$ cat src/rtl/pcie_tlp_pkg.sv
// Shared PCIe TLP definitions for the receive path.
// Contents: fmt_type codes for the TLPs the receive engine handles, bit
// offsets of the header fields inside a 64-bit beat (DW0 in [31:0]), the
// receive FSM state encoding and a small fmt_type/length decode helper.
package pcie_tlp_pkg;

    // fmt_type codes (DW0 bits [30:24])
    localparam logic [6:0] MEM_RD = 7'b0000000;   // 3DW memory read
    localparam logic [6:0] MEM_WR = 7'b1000000;   // 3DW memory write with data
    localparam logic [6:0] CPLD   = 7'b1001010;   // completion with data

    // Beat-0 header field offsets
    localparam int FMT_TYPE_LSB = 24;
    localparam int LEN_LSB      = 0;
    localparam int TC_LSB       = 20;
    localparam int TD_BIT       = 15;
    localparam int EP_BIT       = 14;
    localparam int ATTR_LSB     = 12;
    localparam int TAG_LSB      = 40;
    localparam int RID_LSB      = 48;
    localparam int STATUS_LSB   = 45;
    // Completion beat-1 tag offset (DW2 bits [15:8])
    localparam int CPL_TAG_LSB  = 8;

    typedef enum logic [2:0] {
        IDLE      = 3'd0,
        MRD_H2    = 3'd1,
        WAIT_CPL  = 3'd2,
        MWR_H2    = 3'd3,
        CPLD_H2   = 3'd4,
        CPLD_DATA = 3'd5,
        DISCARD   = 3'd6
    } rx_state_t;

    // True for a single-DW 3DW request of the given fmt_type
    function automatic logic is_single_dw_req(input logic [31:0] dw0, input logic [6:0] code);
        return (dw0[FMT_TYPE_LSB +: 7] == code) && (dw0[LEN_LSB +: 10] == 10'd1);
    endfunction

endpackage

$ cat src/rtl/rx_engine_if.sv
// AXI4-Stream receive interface carrying TLP beats into the receive engine.
// Ports/signals: m_axis_rx_tdata, m_axis_rx_tkeep, m_axis_rx_tlast,
// m_axis_rx_tvalid driven by the master (PCIe core), m_axis_rx_tready
// driven by the slave (receive engine).
interface rx_engine_if #(
    parameter int C_DATA_WIDTH = 64,
    parameter int KEEP_WIDTH   = C_DATA_WIDTH / 8
);
    logic [C_DATA_WIDTH-1:0] m_axis_rx_tdata;
    logic [KEEP_WIDTH-1:0]   m_axis_rx_tkeep;
    logic                    m_axis_rx_tlast;
    logic                    m_axis_rx_tvalid;
    logic                    m_axis_rx_tready;

    modport master (
        output m_axis_rx_tdata, m_axis_rx_tkeep, m_axis_rx_tlast, m_axis_rx_tvalid,
        input  m_axis_rx_tready
    );

    modport slave (
        input  m_axis_rx_tdata, m_axis_rx_tkeep, m_axis_rx_tlast, m_axis_rx_tvalid,
        output m_axis_rx_tready
    );
endinterface

$ cat src/rtl/cpld_dw_packer.sv
// Completion payload packer: pairs payload DWs into 64-bit words and routes
// them to the configuration or user stream.
// Ports: clk/rst; load (first payload DW arrives, goes to hold), pair (data
// beat: emit {lo_dw, hold}, hold <= hi_dw), last/odd (tlast of this beat and
// parity of the completion length), sel_cfg (stream select), lo_dw/hi_dw
// (beat DWs); cfg_data/cfg_valid and user_data/user_valid registered outputs.
module cpld_dw_packer (
    input  logic        clk,
    input  logic        rst,
    input  logic        load,
    input  logic        pair,
    input  logic        last,
    input  logic        odd,
    input  logic        sel_cfg,
    input  logic [31:0] lo_dw,
    input  logic [31:0] hi_dw,
    output logic [63:0] cfg_data,
    output logic        cfg_valid,
    output logic [63:0] user_data,
    output logic        user_valid
);
    logic [31:0] hold_r;
    logic        pend_r;
    logic [63:0] cfg_data_r, user_data_r;
    logic        cfg_valid_r, user_valid_r;
    logic [63:0] word_s;
    logic        emit_s;

    // Word to emit this cycle: a fresh pair, or the odd-length residue one cycle after tlast
    always_comb begin
        word_s = 64'd0;
        emit_s = 1'b0;
        if (pair) begin
            word_s = {lo_dw, hold_r};
            emit_s = 1'b1;
        end else if (pend_r) begin
            word_s = {32'h0000_0000, hold_r};
            emit_s = 1'b1;
        end else begin
            word_s = 64'd0;
            emit_s = 1'b0;
        end
    end

    // Hold register, residue flag and routed output registers
    always_ff @(posedge clk or posedge rst) begin
        if (rst) begin
            hold_r       <= 32'd0;
            pend_r       <= 1'b0;
            cfg_data_r   <= 64'd0;
            user_data_r  <= 64'd0;
            cfg_valid_r  <= 1'b0;
            user_valid_r <= 1'b0;
        end else begin
            // An odd length always leaves the final DW in hold when tlast arrives
            pend_r       <= (load | pair) & last & odd;
            cfg_valid_r  <= emit_s & sel_cfg;
            user_valid_r <= emit_s & ~sel_cfg;
            if (load | pair) begin
                hold_r <= hi_dw;
            end
            if (emit_s & sel_cfg) begin
                cfg_data_r <= word_s;
            end
            if (emit_s & ~sel_cfg) begin
                user_data_r <= word_s;
            end
        end
    end

    assign cfg_data   = cfg_data_r;
    assign cfg_valid  = cfg_valid_r;
    assign user_data  = user_data_r;
    assign user_valid = user_valid_r;
endmodule

$ cat src/rtl/rx_engine.sv
// PCIe receive engine: decodes single-DW MRd/MWr requests and CplD TLPs.
// Ports: clk_i/rst_i; m_axis_rx (slave stream); req_* captured MRd header
// and completion-with-data request handshake (req_compl_wd_o/compl_done_i);
// reg_addr_o/reg_wr_o/reg_data_o register write port; cfg_dma_tag_i selects
// the configuration stream; cfg_data*/user_data* routed completion payload;
// cpld_err_o pulses on a completion with non-zero status.
module rx_engine
    import pcie_tlp_pkg::*;
#(
    parameter int C_DATA_WIDTH = 64,
    parameter int KEEP_WIDTH   = C_DATA_WIDTH / 8
) (
    input  logic        clk_i,
    input  logic        rst_i,
    rx_engine_if.slave  m_axis_rx,
    output logic        req_compl_wd_o,
    input  logic        compl_done_i,
    output logic [2:0]  req_tc_o,
    output logic        req_td_o,
    output logic        req_ep_o,
    output logic [1:0]  req_attr_o,
    output logic [9:0]  req_len_o,
    output logic [15:0] req_rid_o,
    output logic [7:0]  req_tag_o,
    output logic [6:0]  req_addr_o,
    output logic [7:0]  reg_addr_o,
    output logic        reg_wr_o,
    output logic [31:0] reg_data_o,
    input  logic [7:0]  cfg_dma_tag_i,
    output logic [63:0] cfg_data_o,
    output logic        cfg_data_valid_o,
    output logic [63:0] user_data_o,
    output logic        user_data_valid_o,
    output logic        cpld_err_o
);
    rx_state_t state_r;
    logic        tready_r, compl_wd_r, reg_wr_r, cpld_err_r, sel_cfg_r;
    logic [2:0]  tc_r, status_r;
    logic        td_r, ep_r;
    logic [1:0]  attr_r;
    logic [9:0]  len_r, cpl_len_r, rem_r;
    logic [15:0] rid_r;
    logic [7:0]  tag_r, reg_addr_r;
    logic [6:0]  req_addr_r;
    logic [31:0] reg_data_r;

    logic [C_DATA_WIDTH-1:0] beat_s;
    logic [KEEP_WIDTH-1:0]   keep_unused_s;
    logic                    beat_unused_s;
    logic                    accept_s, last_s, load_s, pair_s;

    assign beat_s        = m_axis_rx.m_axis_rx_tdata;
    // Packing follows the length field, so tkeep and reserved header bits are not consulted
    assign keep_unused_s = m_axis_rx.m_axis_rx_tkeep;
    assign beat_unused_s = ^beat_s;
    assign last_s        = m_axis_rx.m_axis_rx_tlast;
    assign accept_s      = m_axis_rx.m_axis_rx_tvalid & tready_r;
    assign load_s        = accept_s && (state_r == CPLD_H2) && (status_r == 3'd0);
    assign pair_s        = accept_s && (state_r == CPLD_DATA);

    // Receive FSM with all control/header outputs registered
    always_ff @(posedge clk_i or posedge rst_i) begin
        if (rst_i) begin
            state_r    <= IDLE;
            tready_r   <= 1'b0;
            compl_wd_r <= 1'b0;
            reg_wr_r   <= 1'b0;
            cpld_err_r <= 1'b0;
            sel_cfg_r  <= 1'b0;
            tc_r       <= 3'd0;
            td_r       <= 1'b0;
            ep_r       <= 1'b0;
            attr_r     <= 2'd0;
            len_r      <= 10'd0;
            rid_r      <= 16'd0;
            tag_r      <= 8'd0;
            req_addr_r <= 7'd0;
            reg_addr_r <= 8'd0;
            reg_data_r <= 32'd0;
            status_r   <= 3'd0;
            cpl_len_r  <= 10'd0;
            rem_r      <= 10'd0;
        end else begin
            tready_r   <= 1'b1;
            reg_wr_r   <= 1'b0;
            cpld_err_r <= 1'b0;
            case (state_r)
                IDLE: begin
                    if (accept_s) begin
                        if (last_s) begin
                            state_r <= IDLE;
                        end else if (is_single_dw_req(beat_s[31:0], MEM_RD)) begin
                            tc_r    <= beat_s[TC_LSB +: 3];
                            td_r    <= beat_s[TD_BIT];
                            ep_r    <= beat_s[EP_BIT];
                            attr_r  <= beat_s[ATTR_LSB +: 2];
                            len_r   <= beat_s[LEN_LSB +: 10];
                            rid_r   <= beat_s[RID_LSB +: 16];
                            tag_r   <= beat_s[TAG_LSB +: 8];
                            state_r <= MRD_H2;
                        end else if (is_single_dw_req(beat_s[31:0], MEM_WR)) begin
                            state_r <= MWR_H2;
                        end else if (beat_s[FMT_TYPE_LSB +: 7] == CPLD) begin
                            status_r  <= beat_s[STATUS_LSB +: 3];
                            cpl_len_r <= beat_s[LEN_LSB +: 10];
                            state_r   <= CPLD_H2;
                        end else begin
                            state_r <= DISCARD;
                        end
                    end
                end
                MRD_H2: begin
                    if (accept_s) begin
                        req_addr_r <= beat_s[6:0];
                        reg_addr_r <= beat_s[9:2];
                        compl_wd_r <= 1'b1;
                        tready_r   <= 1'b0;
                        state_r    <= WAIT_CPL;
                    end
                end
                WAIT_CPL: begin
                    if (compl_done_i) begin
                        compl_wd_r <= 1'b0;
                        state_r    <= IDLE;
                    end else begin
                        tready_r <= 1'b0;
                    end
                end
                MWR_H2: begin
                    if (accept_s) begin
                        reg_addr_r <= beat_s[9:2];
                        reg_data_r <= beat_s[63:32];
                        reg_wr_r   <= 1'b1;
                        state_r    <= last_s ? IDLE : DISCARD;
                    end
                end
                CPLD_H2: begin
                    if (accept_s) begin
                        sel_cfg_r <= (beat_s[CPL_TAG_LSB +: 8] == cfg_dma_tag_i);
                        // Length 0 encodes 1024 DWs; the 10-bit wrap of 0 - 1 yields 1023
                        rem_r     <= cpl_len_r - 10'd1;
                        if (status_r != 3'd0) begin
                            cpld_err_r <= 1'b1;
                            state_r    <= last_s ? IDLE : DISCARD;
                        end else begin
                            state_r <= last_s ? IDLE : CPLD_DATA;
                        end
                    end
                end
                CPLD_DATA: begin
                    if (accept_s) begin
                        rem_r <= rem_r - 10'd2;
                        if (last_s) begin
                            state_r <= IDLE;
                        end else if (rem_r <= 10'd2) begin
                            // Payload exhausted but the packet continues: drop the excess
                            state_r <= DISCARD;
                        end else begin
                            state_r <= CPLD_DATA;
                        end
                    end
                end
                DISCARD: begin
                    if (accept_s && last_s) begin
                        state_r <= IDLE;
                    end
                end
                default: begin
                    state_r <= IDLE;
                end
            endcase
        end
    end

    cpld_dw_packer u_packer (
        .clk        (clk_i),
        .rst        (rst_i),
        .load       (load_s),
        .pair       (pair_s),
        .last       (last_s),
        .odd        (cpl_len_r[0]),
        .sel_cfg    (sel_cfg_r),
        .lo_dw      (beat_s[31:0]),
        .hi_dw      (beat_s[63:32]),
        .cfg_data   (cfg_data_o),
        .cfg_valid  (cfg_data_valid_o),
        .user_data  (user_data_o),
        .user_valid (user_data_valid_o)
    );

    assign m_axis_rx.m_axis_rx_tready = tready_r;
    assign req_compl_wd_o = compl_wd_r;
    assign req_tc_o       = tc_r;
    assign req_td_o       = td_r;
    assign req_ep_o       = ep_r;
    assign req_attr_o     = attr_r;
    assign req_len_o      = len_r;
    assign req_rid_o      = rid_r;
    assign req_tag_o      = tag_r;
    assign req_addr_o     = req_addr_r;
    assign reg_addr_o     = reg_addr_r;
    assign reg_wr_o       = reg_wr_r;
    assign reg_data_o     = reg_data_r;
    assign cpld_err_o     = cpld_err_r;
endmodule

$ cat src/flat_wrapper.sv
// flat-port wrapper written by rule: the top's interface ports become plain ports
module rx_engine_flat import pcie_tlp_pkg::*;
#(
    parameter int C_DATA_WIDTH = 64,
    parameter int KEEP_WIDTH   = C_DATA_WIDTH / 8
)
  (clk_i, rst_i, req_compl_wd_o, compl_done_i, req_tc_o, req_td_o, req_ep_o, req_attr_o, req_len_o, req_rid_o, req_tag_o, req_addr_o, reg_addr_o, reg_wr_o, reg_data_o, cfg_dma_tag_i, cfg_data_o, cfg_data_valid_o, user_data_o, user_data_valid_o, cpld_err_o, m_axis_rx_m_axis_rx_tdata, m_axis_rx_m_axis_rx_tkeep, m_axis_rx_m_axis_rx_tlast, m_axis_rx_m_axis_rx_tvalid, m_axis_rx_m_axis_rx_tready);
  rx_engine_if #(.C_DATA_WIDTH(C_DATA_WIDTH), .KEEP_WIDTH(KEEP_WIDTH)) m_axis_rx_i ();
  input  logic clk_i;
  input  logic rst_i;
  output logic req_compl_wd_o;
  input  logic compl_done_i;
  output logic [2:0] req_tc_o;
  output logic req_td_o;
  output logic req_ep_o;
  output logic [1:0] req_attr_o;
  output logic [9:0] req_len_o;
  output logic [15:0] req_rid_o;
  output logic [7:0] req_tag_o;
  output logic [6:0] req_addr_o;
  output logic [7:0] reg_addr_o;
  output logic reg_wr_o;
  output logic [31:0] reg_data_o;
  input  logic [7:0] cfg_dma_tag_i;
  output logic [63:0] cfg_data_o;
  output logic cfg_data_valid_o;
  output logic [63:0] user_data_o;
  output logic user_data_valid_o;
  output logic cpld_err_o;
  input wire logic [$bits(m_axis_rx_i.m_axis_rx_tdata)-1:0] m_axis_rx_m_axis_rx_tdata;
  input wire logic [$bits(m_axis_rx_i.m_axis_rx_tkeep)-1:0] m_axis_rx_m_axis_rx_tkeep;
  input wire logic [$bits(m_axis_rx_i.m_axis_rx_tlast)-1:0] m_axis_rx_m_axis_rx_tlast;
  input wire logic [$bits(m_axis_rx_i.m_axis_rx_tvalid)-1:0] m_axis_rx_m_axis_rx_tvalid;
  output wire logic [$bits(m_axis_rx_i.m_axis_rx_tready)-1:0] m_axis_rx_m_axis_rx_tready;
  assign m_axis_rx_i.m_axis_rx_tdata = m_axis_rx_m_axis_rx_tdata;
  assign m_axis_rx_i.m_axis_rx_tkeep = m_axis_rx_m_axis_rx_tkeep;
  assign m_axis_rx_i.m_axis_rx_tlast = m_axis_rx_m_axis_rx_tlast;
  assign m_axis_rx_i.m_axis_rx_tvalid = m_axis_rx_m_axis_rx_tvalid;
  assign m_axis_rx_m_axis_rx_tready = m_axis_rx_i.m_axis_rx_tready;
  rx_engine #(.C_DATA_WIDTH(C_DATA_WIDTH), .KEEP_WIDTH(KEEP_WIDTH)) u_core (.clk_i(clk_i), .rst_i(rst_i), .m_axis_rx(m_axis_rx_i), .req_compl_wd_o(req_compl_wd_o), .compl_done_i(compl_done_i), .req_tc_o(req_tc_o), .req_td_o(req_td_o), .req_ep_o(req_ep_o), .req_attr_o(req_attr_o), .req_len_o(req_len_o), .req_rid_o(req_rid_o), .req_tag_o(req_tag_o), .req_addr_o(req_addr_o), .reg_addr_o(reg_addr_o), .reg_wr_o(reg_wr_o), .reg_data_o(reg_data_o), .cfg_dma_tag_i(cfg_dma_tag_i), .cfg_data_o(cfg_data_o), .cfg_data_valid_o(cfg_data_valid_o), .user_data_o(user_data_o), .user_data_valid_o(user_data_valid_o), .cpld_err_o(cpld_err_o));
endmodule
$ cat config.mk
export PLATFORM = sky130hd
export DESIGN_NAME = rx_engine_flat
export DESIGN_NICKNAME = d
export VERILOG_FILES = /design/src/rtl/pcie_tlp_pkg.sv /design/src/rtl/rx_engine_if.sv /design/src/rtl/cpld_dw_packer.sv /design/src/rtl/rx_engine.sv /design/src/flat_wrapper.sv
export SDC_FILE = /design/constraint.sdc
export NUM_CORES = 1
export LEC_CHECK = 0
export BUFFER_PORTS_ARGS = -buffer_cell sky130_fd_sc_hd__buf_4
export CORE_ASPECT_RATIO = 0.7
export CORE_UTILIZATION = 40
export CTS_CLUSTER_SIZE = 16
export DETAILED_ROUTE_END_ITERATION = 8
export PLACE_DENSITY = 0.68
export SYNTH_ARGS = -nofsm -noshare
export SYNTH_HDL_FRONTEND = slang
export SYNTH_SLANG_ARGS = --single-unit
$ cat constraint.sdc
create_clock -name clk_i -period 9.84 [get_ports clk_i]
set_input_delay 0.492 -clock clk_i [delete_from_list [all_inputs] [get_ports clk_i]]
set_output_delay 0.492 -clock clk_i [all_outputs]
set_load 0.02 [all_outputs]
# Yosys cells after proc, flatten, opt, wreduce, memory -nomap -nowiden
# Cells that the tools add are included.
[word_totals]
reg_bits = 282
inputBits = 85
wordCells = 112
[op_classes]
add_sub_neg = 2
order_cmp = 1
n_eq_ne = 17
n_mux = 35
bitwise = 10
reduce_logical = 22
[ops]
columns = ["operator", "n"]
rows = [
  ["$mux W64", 1],
  ["$mux W3", 14],
  ["$mux W32", 1],
  ["$pmux W3 S7", 1],
  ["$mux W10", 2],
  ["$pmux W10 S2", 1],
  ["$eq A7 B7 Y1 const B", 2],
  ["$ne A2 B1 Y1 const B", 6],
  ["$mux W1", 11],
  ["$eq A10 B1 Y1 const B", 1],
  ["$le A10 B2 Y1 const B", 1],
  ["$sub A10 B1 Y10 const B", 1],
  ["$sub A10 B2 Y10 const B", 1],
  ["$eq A3 B3 Y1 const B", 3],
  ["$eq A8 B8 Y1", 1],
  ["$reduce_and A2 Y1", 4],
  ["$logic_not A7 Y1", 1],
  ["$reduce_and A7 Y1", 1],
  ["$eq A3 B2 Y1 const B", 2],
  ["$logic_and A1 B1 Y1", 6],
  ["$logic_not A3 Y1", 2],
  ["$reduce_and A3 Y1", 2],
  ["$reduce_and A6 Y1", 1],
  ["$and A1 B1 Y1", 5],
  ["other kinds (10)", 16],
]

# Longest topological paths before layout
[logic_depth]
depth_word = 7
ltp_mapped = 7
depth_no_buf = 6

# By module
# A second synthesis with hierarchy kept.
[unflattened]
cells_unflattened = 749
area_unflattened_um2 = 11131.9
[by_module_without_submodules]
columns = ["module", "instances", "cells_per_inst", "area_each_um2"]
rows = [
  ["cpld_dw_packer", 1, 358, 6062.1],
  ["rx_engine", 1, 391, 5069.9],
]

# Worst setup path before layout
# Ideal clock, no wire load.
[synth_path]
path_kind = "input port to flip-flop"
from = "in m_axis_rx_m_axis_rx_tdata[29]"
to = "reg u_core.attr_r[0] (netlist: u_core.req_attr_o[0])"
arrival_ps = 1822
t_required_ps = 9715
setup_slack_ps = 7893
stages = 6
n_path_buf = 2
cell_sequence = "nor4_4 nand4_1 or3_1 buf_6 buf_12 mux2_4"
[synth_between]
elab_chain_cells = 3
[synth_lines]
columns = ["element", "line_no", "rtl"]
rows = [
  ["start: declaration", "flat_wrapper.sv:30", "input wire logic [$bits(m_axis_rx_i.m_axis_rx_tdata)-1:0] m_axis_rx_m_axis_rx_tdata;"],
  ["$logic_not A7 Y1", "pcie_tlp_pkg.sv:37", "return (dw0[FMT_TYPE_LSB +: 7] == code) && (dw0[LEN_LSB +: 10] == 10'd1);"],
  ["$logic_and A1 B1 Y1", "pcie_tlp_pkg.sv:37", ""],
  ["$reduce_and A4 Y1 (no source line)", "n/a", ""],
  ["end signal: assignment", "rx_engine.sv:96", "attr_r <= beat_s[ATTR_LSB +: 2];"],
  ["end: declaration", "rx_engine.sv:40", "logic [1:0] attr_r;"],
]
# No other way between the ends.
# A chain may end at the register's enable or synchronous reset.

# Worst setup path in the final report
[layout_path]
from = "reg u_core.state_r[0]"
to = "reg u_core.u_packer.user_data_r[16] (netlist: u_core.u_packer.user_data[16])"
[layout_between]
elab_chain_cells = 4
[layout_lines]
columns = ["element", "line_no", "rtl"]
rows = [
  ["start: declaration", "rx_engine.sv:36", "rx_state_t state_r;"],
  ["start signal: assignment", "rx_engine.sv:134", "state_r <= last_s ? IDLE : DISCARD;"],
  ["start signal: assignment", "rx_engine.sv:144", "state_r <= last_s ? IDLE : DISCARD;"],
  ["start signal: assignment", "rx_engine.sv:146", "state_r <= last_s ? IDLE : CPLD_DATA;"],
  ["$eq A3 B3 Y1 (*)", "rx_engine.sv:59", "assign pair_s = accept_s && (state_r == CPLD_DATA);"],
  ["$logic_and A1 B1 Y1 (*)", "rx_engine.sv:59", ""],
  ["$mux W1", "cpld_dw_packer.sv:33", "if (pair) begin"],
  ["$and A1 B1 Y1", "cpld_dw_packer.sv:65", "if (emit_s & ~sel_cfg) begin"],
  ["end signal: assignment", "cpld_dw_packer.sv:66", "user_data_r <= word_s;"],
  ["end: declaration", "cpld_dw_packer.sv:24", "logic [63:0] cfg_data_r, user_data_r;"],
]
# Mark *: on every way between the ends. The rest lies on a longest branch, timed or not.

==> metrics.csv <==
metric,value,unit
register area,7060,µm²
Nets,1125,
Reg power frac,0.412,
layout cells sized above 1,0.532,
CP Class,flip-flop to flip-flop,
register area share after synthesis,0.634,
Synth Register Bits,282,
diode count,0,
"Min Clock Period, post-route",2.71,ns
met2 wire len,12400,µm
Avg Inst Size Synth,15.1,µm²
Post-synth EDFFs,0,
Post-Syn Nets,824,
I/O pin count,307,
r2r startpoint,u_core.state_r[0],
"Primary FF master, synth",dfrtp_1,
final setup skew,0.00748,ns
xor and xnor area share after synthesis,0.0118,
grt total ovfl,0,
CP endpoint kind,flip-flop,
RSZ-0062 raised after global routing,no,
Initial Utilization,0.412,
uppermost layer routed,met4,
GRT Util Overall,0.199,
Total Die Area,28500,µm²
Metal-1 WL,13500,µm
I/O Buffers,298,
Die Wd,201,µm
CTS tree,done,
outcome,"complete, but fails checks",
"commonest non-fill, non-tap cell in the layout",buf_4,
Slew headroom,0.240,
PostCTS Resize Cnt,0,
ANT nets after route,0,
mean number of vias per cell,5.20,
Die Y-Extent,142,µm
CP cell instances,nand3b_1 > nor2_1 > o21bai_4 > buf_4 > mux2_2,
async set-reset flop share out of synthesis,1.00,
peak per-stage delay on the critical path,0.69,ns
Area Overhead vs Synth,32.4,%
Final Hold Vio Count,1,
f_max,369,MHz
# rows,50,
Clock Sinks,282,
router iterations before antenna repair,4,
Reg2Reg Depth,5,
Via Count,7398,
Clock Latency Late Sink,0.54,ns
initial antenna violation count,0,
footprint of the multi-input gates,3840,µm²
Worst-path clk slew,0.06,ns
Worst R2R End,u_core.u_packer.user_data[16],
Pint,0.00281,W
max-slew violations,0,
WP data required,10.26,ns
Psw,0.00133,W
Routed WL per cell,20.0,µm
clock share of power,0.276,
leakage power figure,7.42,nW
post-synthesis compound-gate area fraction,0.0765,
final setup TNS,0,ns
clk buf depth,3,
max_cap viols,0,
HP Class,input pin to async pin,
power per standard cell area,281,nW/µm²
peak supply drop,0.181,mV
Worst Max-Slew Pin Slew,1.14,ns
vias in the first global route,7546,
largest net degree at the start of global routing,78,
Post-Synth Adder-Cell Area,0.00225,
H-Tree Depth,1,
Mapped Area,11100,µm²
HPWL Detailed,19500,µm
final hold slack,-0.00587,ns
Post-Synthesis Cells,737,
Iteration-0 DRC Markers,338,
Num CTS Buffers,28,
met3 wire len,2240,µm
unique cell type count in the Yosys netlist,59,
Startpoint Class,flip-flop,
Synth Area in Simple Gates,0.0510,
fin crit share,0.276,
most frequent cells in the layout,"311 x buf_4, 282 x dfrtp_1, 157 x mux2_2",
Synth Warn #,0,
final WL,28400,µm
clock root buffer,clkbuf_16,
DRC,0,
Fillers,2237,
post-CTS setup repair buffer count,0,
combinational share of power,0.311,
core area,27000,µm²
slowest CP cell,dfrtp_1,
mux cell area share after synthesis,0.199,
Critical Path AT,3.13,ns
R2R Setup Slk,7.13,ns
RePlAce Congestion,0.833,
failing checks,negative hold slack,
Net Sw Frac,0.322,
crit-path max FO,35,
endpoints failing setup,0,
Layout Utilization,0.546,
largest family of logic cells by synthesized area,multiplexers,
first-pass GRT wire length,44400,µm
hold_buf cts,0,
-- metrics by stage --
step	area, µm²	worst slack, ns	power [W]	hold slack [ns]	std cells
global route	14700	6.97	0.00435	0.0178	1424
floorplan	11100	1.57	0.00245	0.449	737
CTS	14700	7.12	0.00419	0.00673	1424
finish	14700	7.13	0.00415	-0.00587	1424
global placement	13700	6.89	0.00300	0.454	1372
detailed placement	13700	6.86	0.00303	0.472	1372
-- layout make-up --
class / instances / share of cell area
Sequential cell: 282 / 0.478
Multi-Input combinational cell: 403 / 0.260
Timing Repair Buffer: 311 / 0.158
Clock buffer: 40 / 0.0568
Tap cell: 364 / 0.0309
Clock inverter: 12 / 0.0116
Inverter: 12 / 0.00356
-- synth_stat cells, types with 3 or more instances --
master / n / area (µm²)
or4_1: 3 / 22.5
mux2_2: 157 / 1770
nand3_1: 8 / 40.0
buf_1: 4 / 15.0
buf_2: 19 / 95.1
nor3_1: 10 / 50.1
xor2_1: 3 / 26.3
xnor2_1: 12 / 105
buf_12: 3 / 60.1
o211ai_1: 3 / 22.5
o21ai_0: 13 / 65.1
nand2_1: 19 / 71.3
nand4_1: 6 / 37.5
a21oi_1: 5 / 25.0
nor2_1: 11 / 41.3
o31ai_1: 4 / 30.0
a221oi_1: 4 / 35.0
inv_1: 12 / 45.0
mux2_4: 30 / 450
a22o_1: 60 / 526
nand2b_1: 3 / 18.8
dfrtp_1: 282 / 7060
clkbuf_1: 12 / 45.0
and2_1: 10 / 62.6
-- power by group through the flow --
stage	Sequential (W)	Clock (W)	Combinational [W]
final	0.00171	0.00114	0.00129
after global routing	0.00176	0.00122	0.00137
after CTS	0.00171	0.00118	0.00130
after detailed placement	0.00172	0	0.00130
after global placement	0.00171	0	0.00128
after floorplan	0.00195	0	0.000494
-- state kept, by name, indices dropped and copies added, names as in the netlist, 2 cells and up --
register                   cells
u_core.u_packer.hold_r        32
u_core.req_rid_o              16
u_core.req_len_o              10
u_core.u_packer.user_data     64
u_core.req_addr_o              7
u_core.status_r                3
u_core.req_attr_o              2
u_core.reg_addr_o              8
u_core.state_r                 3
u_core.req_tag_o               8
u_core.u_packer.cfg_data      64
u_core.req_tc_o                3
u_core.reg_data_o             32
u_core.rem_r                  10
u_core.cpl_len_r              10
-- layer usage --
| metal | GRT usage | vias to the layer above |
|---|---|---|
| met4 | 0.0347 | 0 |
| met3 | 0.0632 | 26 |
| met1 | 0.292 | 3827 |
| met2 | 0.292 | 259 |
| li1 | - | 3286 |
| met5 | 0 | - |
-- worst max-delay path, delay by kind of cell, from the launching register on --
kind	cells	cell delay, ns
compound gates	1	0.08
flops	1	0.69
buf+inv	1	0.29
simple gates	2	1.14
mux	1	0.34
-- kinds of logic (layout without fill, tap and decap cells) --
group | after synthesis | in the layout
mux | 187 | 187
compound gates | 106 | 106
fa+ha+maj | 2 | 2
flops | 282 | 282
xor+xnor | 15 | 15
buf+inv | 52 | 375
simple gates | 93 | 93
-- worst max path at each step --
stage               slack (ns)                       endpoint         startpoint  depth (start not counted)
floorplan                 1.57            u_core.cpl_len_r[0]              rst_i                          1
global placement          6.89             u_core.req_tc_o[1]              rst_i                          4
detailed placement        6.86             u_core.req_tc_o[1]              rst_i                          4
CTS                       7.12  u_core.u_packer.user_data[16]  u_core.state_r[0]                          5
global route              6.97   u_core.u_packer.cfg_data[12]  u_core.state_r[0]                          5
finish                    7.13  u_core.u_packer.user_data[16]  u_core.state_r[0]                          5
Power figures use the tool's default switching activity.
